<file path="src/rtl/spec_peak_detect.sv">
// spec_peak_detect: per-range-bin spectral peak search inside a latched band; SPEC_BAND_SUM_EN adds the in-band power sum
module spec_peak_detect #(
  parameter int DATA_WIDTH = 64,
  parameter int FFT_POINTS = 512,
  parameter int IDX_WIDTH  = 10
) (
  input  logic                          clk,
  input  logic                          rst_n,
  input  logic [DATA_WIDTH-1:0]         data_in,
  input  logic                          valid_in,
  input  logic                          capture_en,
  input  logic [15:0]                   low_lim,
  input  logic [15:0]                   high_lim,
  input  logic [15:0]                   n_range_bins,
  output logic [15:0]                   peak_idx_o,
  output logic [DATA_WIDTH-1:0]         peak_val_o,
  output logic [15:0]                   rb_idx_o,
  output logic                          peak_valid_o,
  output logic                          frame_done_o,
  output logic                          err_band_o,
  output logic [DATA_WIDTH+IDX_WIDTH-1:0] band_sum_o
);
  typedef enum logic {IDLE, SCAN} state_t;
  localparam logic [15:0] LAST16 = 16'(FFT_POINTS - 1);
  localparam logic [IDX_WIDTH-1:0] LAST_PT = IDX_WIDTH'(FFT_POINTS - 1);
  localparam logic [IDX_WIDTH-1:0] ONE_PT = 1;
  state_t state, state_nx;
  logic [IDX_WIDTH-1:0] pt_cnt, max_idx_q, idx_f;
  logic [15:0] rb_cnt, lo_q, hi_q, lo_e, hi_e, hi_c, pt16, rb_last;
  logic [DATA_WIDTH-1:0] max_q, max_f;
  logic ok_q, ok_e, have_q, have_f, take, start, abort, last, wrap, in_band, upd;
  // word qualification, band test against live limits on the frame's first word, running-max update, next state
  always_comb begin
    take     = capture_en && valid_in;
    start    = take && state == IDLE;
    abort    = !capture_en && state == SCAN;
    hi_c     = (high_lim > LAST16) ? LAST16 : high_lim;
    lo_e     = start ? low_lim : lo_q;
    hi_e     = start ? hi_c : hi_q;
    ok_e     = start ? (low_lim <= hi_c) : ok_q;
    pt16     = 16'(pt_cnt);
    in_band  = take && ok_e && pt16 >= lo_e && pt16 <= hi_e;
    upd      = in_band && (!have_q || data_in > max_q);
    max_f    = upd ? data_in : max_q;
    idx_f    = upd ? pt_cnt : max_idx_q;
    have_f   = have_q || in_band;
    last     = take && pt_cnt == LAST_PT;
    rb_last  = (n_range_bins == 16'd0) ? 16'd0 : n_range_bins - 16'd1;
    wrap     = rb_cnt >= rb_last;
    state_nx = abort ? IDLE : (last && wrap) ? IDLE : take ? SCAN : state;
  end
  // frame state register
  always_ff @(posedge clk or negedge rst_n) begin
    if (!rst_n) state <= IDLE;
    else state <= state_nx;
  end
  // counters, latched band, running max and registered per-bin result
  always_ff @(posedge clk or negedge rst_n) begin
    if (!rst_n) begin
      pt_cnt       <= '0;
      rb_cnt       <= '0;
      lo_q         <= '0;
      hi_q         <= '0;
      ok_q         <= 1'b0;
      have_q       <= 1'b0;
      max_q        <= '0;
      max_idx_q    <= '0;
      peak_idx_o   <= 16'hFFFF;
      peak_val_o   <= '0;
      rb_idx_o     <= '0;
      peak_valid_o <= 1'b0;
      frame_done_o <= 1'b0;
      err_band_o   <= 1'b0;
    end else begin
      peak_valid_o <= last;
      frame_done_o <= last && wrap;
      if (abort) begin
        pt_cnt    <= '0;
        rb_cnt    <= '0;
        have_q    <= 1'b0;
        max_q     <= '0;
        max_idx_q <= '0;
      end else if (take) begin
        pt_cnt    <= last ? '0 : pt_cnt + ONE_PT;
        have_q    <= have_f && !last;
        max_q     <= last ? '0 : max_f;
        max_idx_q <= last ? '0 : idx_f;
        if (start) begin
          lo_q       <= lo_e;
          hi_q       <= hi_e;
          ok_q       <= ok_e;
          err_band_o <= !ok_e;
        end
        if (last) begin
          peak_idx_o <= have_f ? 16'(idx_f) : 16'hFFFF;
          peak_val_o <= have_f ? max_f : '0;
          rb_idx_o   <= rb_cnt;
          rb_cnt     <= wrap ? '0 : rb_cnt + 16'd1;
        end
      end
    end
  end
`ifdef SPEC_BAND_SUM_EN
  localparam int SW = DATA_WIDTH + IDX_WIDTH;
  logic [SW-1:0] sum_q, sum_f;
  // running in-band sum including the current word
  always_comb sum_f = sum_q + (in_band ? SW'(data_in) : '0);
  // sum accumulator, published with the peak result and restarted per bin
  always_ff @(posedge clk or negedge rst_n) begin
    if (!rst_n) begin
      sum_q      <= '0;
      band_sum_o <= '0;
    end else if (abort) begin
      sum_q <= '0;
    end else if (take) begin
      sum_q <= last ? '0 : sum_f;
      if (last) band_sum_o <= sum_f;
    end
  end
`else
  assign band_sum_o = '0;
`endif
endmodule

</file>
<file path="config.mk">
export PLATFORM = sky130hd
export DESIGN_NAME = spec_peak_detect
export DESIGN_NICKNAME = d
export VERILOG_FILES = /design/src/rtl/spec_peak_detect.sv
export SDC_FILE = /design/constraint.sdc
export NUM_CORES = 1
export LEC_CHECK = 0
export CORE_AREA = 5 5 201 203
export CTS_BUF_LIST = sky130_fd_sc_hd__clkbuf_8 sky130_fd_sc_hd__clkbuf_16
export DETAILED_ROUTE_END_ITERATION = 6
export DIE_AREA = 0 0 206 208
export PLACE_DENSITY = 0.56
export SLEW_MARGIN = 20
export SYNTH_ARGS = -nofsm -noshare
export SYNTH_HDL_FRONTEND = slang
export SYNTH_SLANG_ARGS = --single-unit
export TNS_END_PERCENT = 50
</file>
<file path="constraint.sdc">
create_clock -name clk -period 7.3 [get_ports clk]
set_clock_uncertainty 0.05 [all_clocks]
set_input_delay 1.095 -clock clk [delete_from_list [all_inputs] [get_ports clk]]
set_output_delay 1.095 -clock clk [all_outputs]
set_load 0.01 [all_outputs]
</file>
* Word-level counts from Yosys, hierarchy flattened
Index checks and enable logic that the tools add are counted.
** Word-level totals
- Output and inout port bits :: 173
- Logic and storage cells :: 77
- Flip-flop bits (word level) :: 234
- Input port bits :: 116
** Operators by class
- Magnitude comparators :: 6
- Reductions and logical operators :: 23
- Add/sub/neg operators :: 3
- Equal/unequal tests :: 1
- Muxes and demuxes :: 27
- Bitwise gates (word level) :: 2
** Operators with widths (number)
- two-way mux 64 bit :: 5
- two-way mux 16 bit :: 9
- two-way mux 10 bit :: 7
- greater-than comparator 64 bit :: 1
- adder 16 x 1 -> 16 bit (second input constant) :: 1
- greater-or-equal comparator 10 x 16 -> 1 bit :: 1
- greater-or-equal comparator 16 bit :: 1
- greater-than comparator 16 x 9 -> 1 bit (second input constant) :: 1
- less-or-equal comparator 10 x 16 -> 1 bit :: 1
- less-or-equal comparator 16 bit :: 1
- zero test 16 bit :: 1
- subtractor 16 x 1 -> 16 bit (second input constant) :: 1
- adder 10 x 1 -> 10 bit (second input constant) :: 1
- equality test 10 x 9 -> 1 bit (second input constant) :: 1
- logical AND 1 bit :: 10
- two-way mux 1 bit :: 6
- AND reduction 3 bit :: 2
- zero test 1 bit :: 4
- nonzero test 2 bit :: 2
- nonzero test 3 bit :: 1
- logical OR 1 bit :: 2
- NOT 1 bit :: 2
- AND reduction 2 bit :: 1

* Longest topological paths before layout
Gate-level depths: netlist of the first run.
- Depth after elaboration :: 12
- Mapped depth :: 21
- Mapped depth without buffers :: 16

* Worst setup path after synthesis of the first run
OpenSTA, ideal clock, no wires.
- Path type :: in2reg
- From :: in valid_in
- To :: reg peak_val_o[10]
- Setup time :: 0.132 ns
- Buffers on the path :: 6
- Cell stages on the path :: 21
- Slack :: 2.788 ns
- Required time :: 7.118 ns
- Arrival time :: 4.330 ns
- Cells stage by stage :: and2_1 buf_4 nand2b_4 buf_6 clkbuf_1 nand2_1 o21ai_0 inv_1 ha_1 nor2b_1 o211ai_1 a21oi_1 a211o_1 a2111oi_4 o311ai_1 a31oi_2 buf_6 buf_8 buf_6 mux2i_1 o21ai_1
** On the way
- Longest elaborated chain between the ends :: 9
- Elaborated cells between the ends (all ways) :: 16
- Those cells by class :: 2 x order compare; 5 x mux; 9 x reduce/logical
** Ends and longest elaborated chain
- from (decl) :: line 10 : input logic valid_in,
- logical AND 1 bit (*) :: line 34 : take = capture_en && valid_in;
- logical AND 1 bit :: line 35 : start = take && state == IDLE;
- two-way mux 16 bit / two-way mux 1 bit (equally long branches) :: line 38, 40
- greater-or-equal comparator 10 x 16 -> 1 bit / logical AND 1 bit (equally long branches) :: line 42 : in_band = take && ok_e && pt16 >= lo_e && pt16 <= hi_e;
- logical AND 1 bit (2 in a row) :: line 42
- logical AND 1 bit :: line 43 : upd = in_band && (!have_q || data_in > max_q);
- two-way mux 64 bit :: line 44 : max_f = upd ? data_in : max_q;
- two-way mux 64 bit :: line 96 : peak_val_o <= have_f ? max_f : '0;
- to (signal assigned) :: line 96
- to (decl) :: line 16 : output logic [DATA_WIDTH-1:0] peak_val_o,
Mark *: on every way between the ends. The rest lies on a longest branch, timed or not.
A chain may end at the register's enable or synchronous reset.

* Final worst setup path of the first run
- From :: in capture_en
- To :: reg max_idx_q[3]
** On the way
- Longest elaborated chain between the ends :: 11
- Elaborated cells between the ends (all ways) :: 19
- Those cells by class :: 2 x order compare; 7 x mux; 10 x reduce/logical
** Ends and longest elaborated chain
- from (decl) :: line 11 : input logic capture_en,
- logical AND 1 bit :: line 34
- logical AND 1 bit :: line 35
- two-way mux 16 bit / two-way mux 1 bit (equally long branches) :: line 38, 40
- greater-or-equal comparator 10 x 16 -> 1 bit / logical AND 1 bit (equally long branches) :: line 42
- logical AND 1 bit (2 in a row) :: line 42
- logical AND 1 bit :: line 43
- two-way mux 10 bit :: line 45 : idx_f = upd ? pt_cnt : max_idx_q;
- two-way mux 10 bit :: line 87 : max_idx_q <= last ? '0 : idx_f;
- two-way mux 10 bit :: line 83 : end else if (take) begin
- two-way mux 10 bit :: line 77 : if (abort) begin
- to (signal assigned) :: line 87
- to (decl) :: line 28 : logic [IDX_WIDTH-1:0] pt_cnt, max_idx_q, idx_f;
Several ways; a longest one is shown, not always the timed one. The select of a mux whose other input is x is not followed.

==> results of run 1 <==
worst register-to-register path, cell delays in order (launching register included):
cell and delay [ns]:
dfrtp_1 0.48, nand2b_4 0.51, mux2_2 0.42, inv_1 0.06
ha_1 0.23, a21o_1 0.18, a31oi_1 0.21, o21ai_0 0.13
a221oi_1 0.29, nor2_1 0.15, o311ai_1 0.18, a31oi_4 0.12
o21ai_4 0.72, buf_4 0.61, a22o_1 0.28
cell families after synthesis:
family	share of synthesized area (%)
and+or+nand+nor	12.1
AOI/OAI and AO/OA	14.5
buffers and inverters	9.51
DFF	43.5
adders and majority gates	11.3
muxes	7.95
xor gates and xnor gates	1.06
other	0.0568
Yosys cell counts (2+ instances only):
library cell	instances	share of area [%]
a211o_1	3	0.20
a211oi_1	2	0.11
a21o_1	15	0.85
a21oi_1	61	2.3
a221oi_1	2	0.13
a22o_1	75	5.0
a31o_2	2	0.13
a31oi_1	6	0.28
a32o_1	2	0.15
and2_1	8	0.38
and3_1	15	0.71
buf_2	14	0.53
buf_4	83	4.7
buf_6	5	0.43
clkbuf_1	30	0.85
conb_1	2	0.057
dfrtp_1	218	41
dfstp_2	11	2.2
ha_1	119	11
inv_1	100	2.8
mux2_2	23	2.0
mux2i_1	79	6.0
nand2_1	195	5.5
nand2b_1	8	0.38
nand3_1	20	0.76
nand4_1	26	1.2
nor2_1	51	1.4
nor2b_1	6	0.28
nor3_1	14	0.53
nor4_1	9	0.43
o211a_1	2	0.15
o211ai_1	2	0.11
o21ai_0	72	2.7
o21ai_1	29	1.1
o22a_1	6	0.40
o31ai_1	2	0.11
or4_1	3	0.17
xnor2_1	6	0.40
xor2_1	10	0.66
stage by stage:
stage	worst slack, ns	area [µm²]	util (%)	total power [W]	cells
global placement	1.31	15600	40.6	0.00166	2038
CTS	1.77	16500	43.2	0.00311	2090
finish	1.80	16500	43.2	0.00306	2092
global route	1.53	16500	43.2	0.00321	2090
floorplan	2.79	13500	-	0.00153	1430
detailed placement	1.21	15600	40.6	0.00166	2038
layout make-up:
cell class | count | area (µm²) | area share [%]
Tap cell | 518 | 648 | 3.92
Clock buffer | 38 | 850 | 5.14
Timing Repair Buffer | 224 | 2260 | 13.7
Sequential cell | 229 | 5740 | 34.8
Inverter | 100 | 375 | 2.27
Clock inverter | 14 | 114 | 0.689
Antenna cell | 2 | 5.00 | 0.0303
Multi-Input combinational cell | 967 | 6530 | 39.5
path summary, 6_finish.rpt:
path	slack, ns	endpoint	from	cells after the start
min in group asynchronous	0.53	err_band_o	rst_n	1
hold reg to reg	0.42	rb_idx_o[12]	rb_idx_o[12]	2
max in group asynchronous	5.43	max_q[62]	rst_n	2
hold / removal	0.42	rb_idx_o[12]	rb_idx_o[12]	2
setup reg to reg	2.63	max_idx_q[3]	state	14
setup / recovery	1.80	max_idx_q[3]	capture_en	16
flip-flops by register name, summed over array words and instances, names as in the netlist:
signal / flops
pt_cnt: 10
lo_q: 16
have_q: 1
hi_q: 16
err_band_o: 1
peak_valid_o: 1
max_q: 64
ok_q: 1
rb_idx_o: 16
peak_idx_o: 11
peak_val_o: 64
frame_done_o: 1
rb_cnt: 16
state: 1
max_idx_q: 10
per-layer routing:
metal,track usage [%],vias up
li1,-,4966
met5,0,-
met3,3.77,45
met4,3.46,4
met1,21.3,4884
met2,27.2,207
power by group:
part	internal [W]	switching [W]
clock	0.000876	0.000543
sequential	0.00130	0.0000223
combinational	0.000138	0.000177
total	0.00231	0.000743
==> qor.yml, run 1 <==
ios: 289
setup_violations: 0
via_per_inst: 4.83
tns_ns: 0
core_area_um2: 38300
min_period_ns: 5.50
cts_buffer_depth: 3
cts_hold_buf: 0
nets: 1785
critPathMaxFanout: 48
cp.required_ns: 7.72
vias: 10100
antenna_left: 0
worst_pin_slew_ns: 0.982
start_util_pct: 34.5
top_layer: "met5"
cts_tree: "done"
die_h_um: 208
ys_dominant_reg_cell: "dfrtp_1"
syn_inst: 1351
cts_max_level: 1
met2WireLength_um: 16800
post-route-period-util_pct: 75.4
slowest_stage: "o21ai_4"
dp_hpwl_um: 25200
wl_met3_um: 2020
drv_cap: 0
critPathCaptureType: "flip-flop"
drt_wl_total_um: 35400
clk_pin_slew_ns: 0.06
p_leak_nw: 7.38
first_pass_iters: 6
postCtsSetupBuffers: 0
grt_first_pass_wirelength_um: 57400
synth_edf_count: 0
cts_buffers: 28
crit_chain: "clkdlybuf4s50_1, and2_1, nand2b_4, mux2_2, inv_1, ha_1, a21o_1, a31oi_1, o21ai_0, a221oi_1, nor2_1, o311ai_1, a31oi_4, o21ai_4, buf_4, a22o_1"
die-area_um2: 42800
dieWidth_um: 206
cp.arrival_ns: 5.93
slew_headroom_pct: 34.3
fmax_ghz: 0.182
post_drt_wl_per_cell_um: 16.9
hold_class: "reg -> reg"
drc: 0
place_congestion: 0.822
grt_overflow: 0
worstPathBufferInverterCount: 3
cts_resized: 0
layout_commonest_cell: "dfrtp_1"
p_per_area_nw_per_um2: 185
most-common-layout-cells: "218 x dfrtp_1, 213 x clkdlybuf4s50_1, 194 x nand2_1"
grt_usage_pct: 16.2
fillers: 3694
status: "complete, no violations"
drive_gt1_share_pct: 6.30
area_growth_pct: 25.1
syn_area_um2: 13200
hold_violations: 0
crit_type: "in -> reg"
grt_pass1_vias: 10500
critPathLaunchType: "input pin"
async_flop_share_pct: 100
ys_warn_count: 0
rsz0062_at_grt: "false"
cts_sinks: 229
clock-root-buffer: "clkbuf_16"
slowest_delay_ns: 0.72
rows: 72
met1_length_um: 15900
antenna_found_initial: 4
drv_slew: 0
cp_top_family: "compound AO/OA/AOI/OAI gates"
portBuffers: 214
grt_max_degree: 124
synth_cell_types: 54
syn_avg_cell_area_um2: 9.78
ir_drop_mv: 0.155
clk_latency_ns: 0.54
synth-seq-cells: 229
whs_ns: 0.420
drt-initial-drc-count: 391
synth-seq-area-share_pct: 43.5
Power figures use the tool's default switching activity.
==> inputs of run 2 (changes only) <==
PLACE_DENSITY = 0.58   (was 0.56)
clock period = 4.4 ns   (was 7.3 ns; I/O delays follow)
==> run 2 against run 1 <==
- hold slack got worse by 0.33 ns
- cell area increased by 2.9%
- wire length up 0.68%
- utilization up 1.2 points
- critical endpoint is now peak_val_o[15]
- largest cell class unchanged
==> qor.yml, run 2 (synthesis results as in run 1) <==
cts_max_level: 1  # unchanged
area_growth_pct: 28.7  # was 25.1%
fin_ws_ns: 0.321  # was 1.80 ns
whs_ns: 0.0866  # was 0.420 ns
clock-root-buffer: "clkbuf_16"  # unchanged
slew_headroom_pct: 34.3  # about the same
pre_cts_slack_ns: -0.280  # was 1.21 ns
postCtsSetupBuffers: 0  # unchanged
hold_class: "in -> async"  # was reg -> reg
cts_buffer_depth: 3  # unchanged
die-area_um2: 42800  # unchanged
clk_latency_ns: 0.54  # about the same
final_cell_area_um2: 17000  # was 16,500 µm²
dp_hpwl_um: 26100  # was 25,200 µm
setup_violations: 0  # unchanged
rows: 72  # unchanged
portBuffers: 214  # unchanged
post-route-period-util_pct: 92.7
drc: 0  # unchanged
p_switching_w: 0.00127  # was 0.000743 W
cp.required_ns: 4.77  # was 7.72 ns
cts_sinks: 229  # unchanged
vias: 10400  # was 10,100
via_per_inst: 4.87  # was 4.83
drv_cap: 0  # unchanged
critPathMaxFanout: 19  # was 48
crit_type: "in -> reg"  # unchanged
drt_wl_total_um: 35600  # was 35,400 µm
drt-initial-drc-count: 433  # was 391
grt_usage_pct: 16.3  # was 16.2%
p_per_area_nw_per_um2: 302  # was 185 nW/µm²
critPathCaptureType: "flip-flop"  # unchanged
grt_overflow: 0  # unchanged
fmax_ghz: 0.245
worst_pin_slew_ns: 0.982  # about the same
ir_drop_mv: 0.234  # was 0.155 mV
hold_violations: 0  # unchanged
dieWidth_um: 206  # unchanged
grt_first_pass_wirelength_um: 57400  # about the same
critPathLaunchType: "input pin"  # unchanged
core_area_um2: 38300  # unchanged
internal_power_w: 0.00386  # was 0.00231 W
most-common-layout-cells: "218 x dfrtp_1, 213 x clkdlybuf4s50_1, 194 x nand2_1"  # unchanged
crit_chain: "clkdlybuf4s50_1, nor4_1, nand2_1, nor2_1, o21ai_0, inv_1, ha_1, nor2b_1, o211ai_1, a21oi_1, a211o_1, a2111oi_4, o311ai_1, a31oi_4, buf_4, mux2i_1, o21ai_1"  # was clkdlybuf4s50_1, and2_1, nand2b_4, mux2_2, inv_1, ha_1, a21o_1, a31oi_1, o21ai_0, a221oi_1, nor2_1, o311ai_1, a31oi_4, o21ai_4, buf_4, a22o_1
netSwitchingFraction_pct: 24.8  # was 24.3%
p_total_w: 0.00513  # was 0.00306 W
drv_slew: 0  # unchanged
drive_gt1_share_pct: 8.75  # was 6.30%
nets: 1825  # was 1,785
first_pass_iters: 6  # unchanged
clk_pin_slew_ns: 0.06  # about the same
dpl-instance-area_um2: 16000  # was 15,600 µm²
min_period_ns: 4.08
grt_pass1_vias: 10500  # about the same
power_frac_comb_pct: 10.9  # was 10.3%
p_leak_nw: 7.61  # was 7.38 nW
status: "complete, no violations"  # unchanged
post_drt_wl_per_cell_um: 16.7  # was 16.9 µm
top_regs: "max_q (64), peak_val_o (64)"  # unchanged
place_congestion: 0.864  # was 0.822
ios: 289  # unchanged
antenna_found_initial: 1  # was 4
cts_hold_buf: 0  # unchanged
start_util_pct: 34.5  # unchanged
slowest_stage: "a2111oi_4"  # was o21ai_4
p_clk_share_pct: 46.4  # about the same
die_h_um: 208  # unchanged
slowest_delay_ns: 0.42  # was 0.72 ns
grt_max_degree: 117  # was 124
cts_buffers: 29  # was 28
antenna_cells: 0  # was 2
power_frac_seq_pct: 42.7  # was 43.2%
layout_commonest_cell: "dfrtp_1"  # unchanged
antenna_left: 0  # unchanged
rsz0062_at_grt: "false"  # unchanged
cts_resized: 0  # unchanged
cts_tree: "done"  # unchanged
cp.arrival_ns: 4.45  # was 5.93 ns
[run 2: layer usage]
metal	up-vias	track usage (%)	share of wire [%]
li1	5037	-	-
met1	5090	21.0	43
met2	213	28.0	49
met3	34	3.71	6.3
met4	2	3.37	1.6
met5	-	0	0.036
[run 2: per-stage QoR]
stage               util, %  cells  TNS [ns]
floorplan                 -   1430         0
global placement       41.9   2077    -24.94
detailed placement     41.9   2077    -27.76
CTS                    44.4   2130         0
global route           44.4   2130         0
finish                 44.4   2130         0
[run 2: path summary, 6_finish.rpt]
path                              start              to  slack, ns  cells after the start
max                        high_lim[10]  peak_val_o[15]       0.32                     17
min                               rst_n        lo_q[14]       0.09                      1
max reg2reg                       state  peak_val_o[15]       0.52                     15
min reg2reg                     lo_q[0]         lo_q[0]       0.42                      2
max in group asynchronous         rst_n       max_q[15]       3.21                      2
min in group clk                lo_q[0]         lo_q[0]       0.42                      2
[run 2: power groups by stage]
stage          Sequential [W]  Combinational (W)  Clock [W]
3_3_place_gp          0.00223           0.000551          0
2_1_floorplan         0.00221           0.000327          0
4_1_cts               0.00219           0.000566    0.00246
5_1_grt               0.00220           0.000635    0.00254
6_report              0.00219           0.000559    0.00238
3_5_place_dp          0.00223           0.000563          0
[run 2: area by class of cell]
| class | count | area, µm² |
|---|---|---|
| multi-input combinational | 967 | 6530 |
| clock buffer | 37 | 836 |
| clock inverter | 16 | 140 |
| timing repair buffer | 263 | 2730 |
| sequential | 229 | 5740 |
| inverter | 100 | 375 |
| tap | 518 | 648 |
| fill | 3706 | 21300 |
[run 2: worst max-delay path: cells and delay by family]
kind	cells	cell delay, ns
AND/OR/NAND/NOR	4	0.77
AO/OA/AOI/OAI	8	1.64
adder cells (fa/ha/maj)	1	0.23
buffers and inverters	3	0.84
multiplexers	1	0.30
==> inputs of run 3 (changes only) <==
ABC_CLOCK_PERIOD_IN_PS = 4400   (was not set)
==> results of run 3 <==
No change in the layout: final DEF, timing and power equal those of run 2.
